$ cat src/rtl/iis_rx_fifo_writer.sv
// I2S receiver front-end in the wr_clk domain: synchronises SCK/WS/SD, deserialises
// standard-I2S stereo words MSB-first and pushes left then right samples into the FIFO.
module iis_rx_fifo_writer #(
  parameter int DATA_WIDTH  = 16,
  parameter int SYNC_STAGES = 2,
  parameter int CNT_WIDTH   = 6
) (
  input  logic                  rst,
  input  logic                  wr_clk,
  input  logic                  enable,
  input  logic                  i2s_sck,
  input  logic                  i2s_ws,
  input  logic                  i2s_sd,
  input  logic                  fifo_full,
  output logic                  fifo_wr_en,
  output logic [DATA_WIDTH-1:0] fifo_din,
  output logic                  overflow,
  output logic                  frame_err,
  input  logic                  err_clr
);

  typedef enum logic [1:0] {
    IDLE,
    SHIFT,
    PUSH,
    WAIT
  } state_t;

  localparam logic [CNT_WIDTH-1:0] LAST_BIT = CNT_WIDTH'(DATA_WIDTH - 1);

  state_t                 state_q, state_d;
  logic [SYNC_STAGES-1:0] sck_sync_q, sck_sync_d;
  logic [SYNC_STAGES-1:0] ws_sync_q, ws_sync_d;
  logic [SYNC_STAGES-1:0] sd_sync_q, sd_sync_d;
  logic                   sck_dly_q, sck_dly_d;
  logic                   ws_prev_q, ws_prev_d;
  logic [CNT_WIDTH-1:0]   cnt_q, cnt_d;
  logic [DATA_WIDTH-1:0]  shift_q, shift_d;
  logic [DATA_WIDTH-1:0]  din_q, din_d;
  logic                   start_pend_q, start_pend_d;
  logic                   overflow_q, overflow_d;
  logic                   frame_err_q, frame_err_d;

  logic sck_s, ws_s, sd_s;
  logic sck_rise, ws_chg;
  logic set_ovf, set_ferr;

  assign sck_s = sck_sync_q[SYNC_STAGES-1];
  assign ws_s  = ws_sync_q[SYNC_STAGES-1];
  assign sd_s  = sd_sync_q[SYNC_STAGES-1];

  always_ff @(posedge wr_clk or posedge rst) begin
    if (rst) begin
      state_q      <= IDLE;
      sck_sync_q   <= '0;
      ws_sync_q    <= '0;
      sd_sync_q    <= '0;
      sck_dly_q    <= 1'b0;
      ws_prev_q    <= 1'b0;
      cnt_q        <= '0;
      shift_q      <= '0;
      din_q        <= '0;
      start_pend_q <= 1'b0;
      overflow_q   <= 1'b0;
      frame_err_q  <= 1'b0;
    end else begin
      state_q      <= state_d;
      sck_sync_q   <= sck_sync_d;
      ws_sync_q    <= ws_sync_d;
      sd_sync_q    <= sd_sync_d;
      sck_dly_q    <= sck_dly_d;
      ws_prev_q    <= ws_prev_d;
      cnt_q        <= cnt_d;
      shift_q      <= shift_d;
      din_q        <= din_d;
      start_pend_q <= start_pend_d;
      overflow_q   <= overflow_d;
      frame_err_q  <= frame_err_d;
    end
  end

  always_comb begin
    sck_sync_d   = {sck_sync_q[SYNC_STAGES-2:0], i2s_sck};
    ws_sync_d    = {ws_sync_q[SYNC_STAGES-2:0], i2s_ws};
    sd_sync_d    = {sd_sync_q[SYNC_STAGES-2:0], i2s_sd};
    sck_dly_d    = sck_s;
    sck_rise     = sck_s & ~sck_dly_q;
    ws_chg       = sck_rise & (ws_s != ws_prev_q);
    ws_prev_d    = sck_rise ? ws_s : ws_prev_q;
    state_d      = state_q;
    cnt_d        = cnt_q;
    shift_d      = shift_q;
    din_d        = din_q;
    start_pend_d = start_pend_q;
    set_ovf      = 1'b0;
    set_ferr     = 1'b0;
    fifo_wr_en   = 1'b0;

    if (!enable) begin
      state_d      = IDLE;
      cnt_d        = '0;
      start_pend_d = 1'b0;
    end else begin
      case (state_q)
        IDLE: begin
          if (ws_chg && !ws_s) begin
            state_d = SHIFT;
            cnt_d   = '0;
          end
        end
        SHIFT: begin
          if (sck_rise) begin
            // A WS change on the final bit's edge is the normal slot boundary, not an error
            if (ws_chg && (cnt_q != LAST_BIT)) begin
              set_ferr = 1'b1;
              cnt_d    = '0;
            end else begin
              shift_d = {shift_q[DATA_WIDTH-2:0], sd_s};
              cnt_d   = cnt_q + CNT_WIDTH'(1);
              if (cnt_q == LAST_BIT) begin
                state_d      = PUSH;
                start_pend_d = ws_chg;
              end
            end
          end
        end
        PUSH: begin
          if (!fifo_full) begin
            fifo_wr_en = 1'b1;
            din_d      = shift_q;
          end else begin
            set_ovf = 1'b1;
          end
          // The WS edge that completed the word already opened the next slot
          state_d      = start_pend_q ? SHIFT : WAIT;
          cnt_d        = '0;
          start_pend_d = 1'b0;
        end
        WAIT: begin
          if (ws_chg) begin
            state_d = SHIFT;
            cnt_d   = '0;
          end
        end
        default: state_d = IDLE;
      endcase
    end

    overflow_d  = set_ovf | (overflow_q & ~err_clr);
    frame_err_d = set_ferr | (frame_err_q & ~err_clr);
  end

  assign fifo_din  = fifo_wr_en ? shift_q : din_q;
  assign overflow  = overflow_q;
  assign frame_err = frame_err_q;

endmodule

$ cat config.mk
export PLATFORM = sky130hd
export DESIGN_NAME = iis_rx_fifo_writer
export DESIGN_NICKNAME = d
export VERILOG_FILES = /design/src/rtl/iis_rx_fifo_writer.sv
export SDC_FILE = /design/constraint.sdc
export NUM_CORES = 1
export LEC_CHECK = 0
export BUFFER_PORTS_ARGS = -buffer_cell sky130_fd_sc_hd__buf_2
export CAP_MARGIN = 20
export CORE_UTILIZATION = 40
export CTS_CLUSTER_DIAMETER = 40
export DETAILED_ROUTE_END_ITERATION = 10
export SETUP_SLACK_MARGIN = 0.02
export SYNTH_ARGS = -nofsm -noshare
export SYNTH_HDL_FRONTEND = slang
export SYNTH_SLANG_ARGS = --single-unit
$ cat constraint.sdc
create_clock -name wr_clk -period 2.52 [get_ports wr_clk]
set_input_delay 0.504 -clock wr_clk [delete_from_list [all_inputs] [get_ports wr_clk]]
set_output_delay 0.504 -clock wr_clk [all_outputs]
set_load 0.01 [all_outputs]
==> results.yml <==
run_status:
  outcome: "finished, final reports clean"
cells_and_area:
  final_cell_mix: "nand2_1, dfrtp_1, buf_2, mux2_4, nand3_1"
  stdcell_count: 326
  drive_gt1_share_pct: 25.2
  mostFrequentLayoutCell: "nand2_1"
  fin_nets: 266
  antenna_cells: 0
  syn_to_final_growth_pct: 14.7
floorplanning:
  dieArea_mm2: 0.00610
  die_x_um: 78.1
  die_h_um: 78.1
  std_cell_rows: 27
  core_mm2: 0.00554
  io_pins: 27
  initial_core_util_pct: 41.8
setup_path:
  path_class: "flop to output port"
  rr_worst_depth: 5
  r2r-end: "shift_q[5]$_DFFE_PP0P_"
  rrSetupSlack_ps: 610
  required_ps: 2020
  end_kind: "output port"
  arrival_ps: 1780
  r2r-start: "cnt_q[0]$_DFFE_PP0P_"
  cp_max_fo: 17
  cp-start-kind: "flop"
placement:
  io_buffers: 26
  dp_cells: 318
  dp_hpwl_mm: 2.97
  routabilityCongestion: 0.781
clock_network:
  numCtsBuffers: 5
  cts_root_buf: "clkbuf_8"
  cts_max_level: 2
  clk_pin_slew_ps: 100
  clk_latency_ps: 310
  clock_path_buffers: 2
  clkSinkCount: 51
  cts_tree: "yes"
  hold_buffers: 0
sta:
  final.min_clock_period_ps: 2280
  drv_slew: 0
  fin_tns_setup_ps: 0
  hold_violations: 0
  max_freq_mhz: 439
  fin_skew_ps: 6.89
  setup_violations: 0
  rsz0062_at_grt: "false"
  finalCritPeriodShare_pct: 90.5
  worst_pin_slew_ps: 482
  slew_headroom_pct: 67.8
synthesis:
  yosys.area.top_type_share_pct: 55.1
  ys_top_cells_by_area: "dfrtp_1, nand2_1, mux2_4"
  avgSynthCellArea_um2: 10.5
  synthCells: 221
  synth_flop_cell: "dfrtp_1"
  synth_edf_count: 0
  synth.distinct_cells: 38
  yosysWarnings: 0
  synthesis.nets: 234
  synthesis.area_mm2: 0.00232
  ys_async_sr_fraction_pct: 100
  synth.largest_area_cell: "dfrtp_1"
  yosysSeqAreaShare_pct: 55.1
  ys_ff_latch: 51
grt:
  overflow: 0
  grt_start_max_net_pins: 23
  grt_pass1_wl_mm: 7.47
  track_usage_pct: 15.9
  first_global_vias: 1561
  grt_antenna_before_repair: 0
detailed_routing:
  final_antenna_net_count: 0
  drc: 0
  drt_pass1_iterations: 4
  top_layer: "met4"
  met2_length_mm: 2.06
  wl_met3_um: 126
  wl_met1_mm: 2.09
  vias: 1604
  drt-total-wl_mm: 4.34
  wl_per_cell_um: 13.3
  drt_iter0_drc: 56
  post_drt_via_cell_ratio: 4.92
min_path:
  hp-class: "primary input to asynchronous set/reset pin"
power_and_ir_drop:
  cellLeakagePower_nw: 1.52
  vdd_ir_drop_max_mv: 0.383
  p_per_area_mw_per_mm2: 575
flow_run:
  cap_violations: 0
-- state kept, by name, indices dropped and copies added (netlist names), 2 cells and up --
signal	count
shift_q	16
sd_sync_q	2
ws_sync_q	2
sck_sync_q	2
cnt_q	6
din_q	16
state_q	2
-- synthesized netlist by cell type (2+ instances only) --
cell	n
clkbuf_1	5
nor2_1	6
nor2b_1	2
inv_1	7
nor3_1	3
dfrtp_1	51
a21oi_1	3
ha_1	5
mux2_2	6
nor3b_1	2
a211oi_1	2
nand2b_1	3
o21ai_0	3
nand3_1	8
nand2_1	73
mux2_4	10
o22ai_1	4
o311ai_0	2
or3_1	2
nand4_1	4
o211ai_1	3
-- worst max-delay path: stages (launching register included) --
cell and delay, ps:
dfrtp_1 390, inv_1 90, ha_1 250, nand3b_1 140, clkinv_2 220, nand2_1 160
nand2_1 70, buf_2 140
-- timing repair --
| item | 4_1_cts | 5_1_grt |
|---|---|---|
| buffers inserted | 0 | 0 |
| gates resized for setup | 1 | 0 |
| endpoints found under the setup margin | 16 | 0 |
-- where the power goes --
part	switching (W)	leakage [nW]	internal, W	total (W)
clock	0.000283	0.0581	0.000296	0.000579
combinational	0.0000655	0.769	0.0000390	0.000104
sequential	0.0000129	0.694	0.000831	0.000844
total	0.000361	1.52	0.00117	0.00153
-- area by class of cell --
type	instances	area, um^2
clock buffers	5	68.8
well taps	72	90.1
flip-flops and latches	51	1280
repair buffers	32	175
fillers	542	2880
clock inverters	3	43.8
multi-input cells	155	972
inverters	8	31.3
-- metrics by stage --
step	worst slack (ps)	util (%)	power [W]	instance area [um^2]	hold slack [ps]
after floorplan	431	-	0.000930	2320	331
after global placement	281	45.9	0.000965	2540	333
after detailed placement	263	45.9	0.000964	2540	337
after CTS	201	48.0	0.00154	2660	218
after global routing	116	48.0	0.00159	2660	239
final	240	48.0	0.00153	2660	205
-- metal layers --
layer | GRT usage (%) | up-vias
li1 | - | 801
met1 | 21.1 | 774
met2 | 25.5 | 23
met3 | 3.49 | 6
met4 | 6.11 | 0
met5 | 0 | -
-- cells by family (layout without fill, tap and decap cells) --
group / Yosys count / count (layout) / synth area share, %
compound gates: 21 / 21 / 6.64
flops: 51 / 51 / 55.1
xor+xnor: 2 / 2 / 1.08
mux: 16 / 16 / 9.39
simple gates: 111 / 111 / 22.1
fa+ha+maj: 5 / 5 / 2.70
buf+inv: 15 / 48 / 2.97
-- worst max path at each step --
stage,startpoint,end,depth (start not counted)
floorplan,state_q[0]$_DFFE_PP0P_,fifo_din[10],7
global placement,enable,fifo_din[11],6
detailed placement,enable,fifo_din[3],6
CTS,state_q[0]$_DFFE_PP0P_,fifo_din[10],7
global route,state_q[0]$_DFFE_PP0P_,fifo_din[7],7
finish,state_q[0]$_DFFE_PP0P_,fifo_din[10],7
No activity file was read; power rests on OpenSTA's default activity.
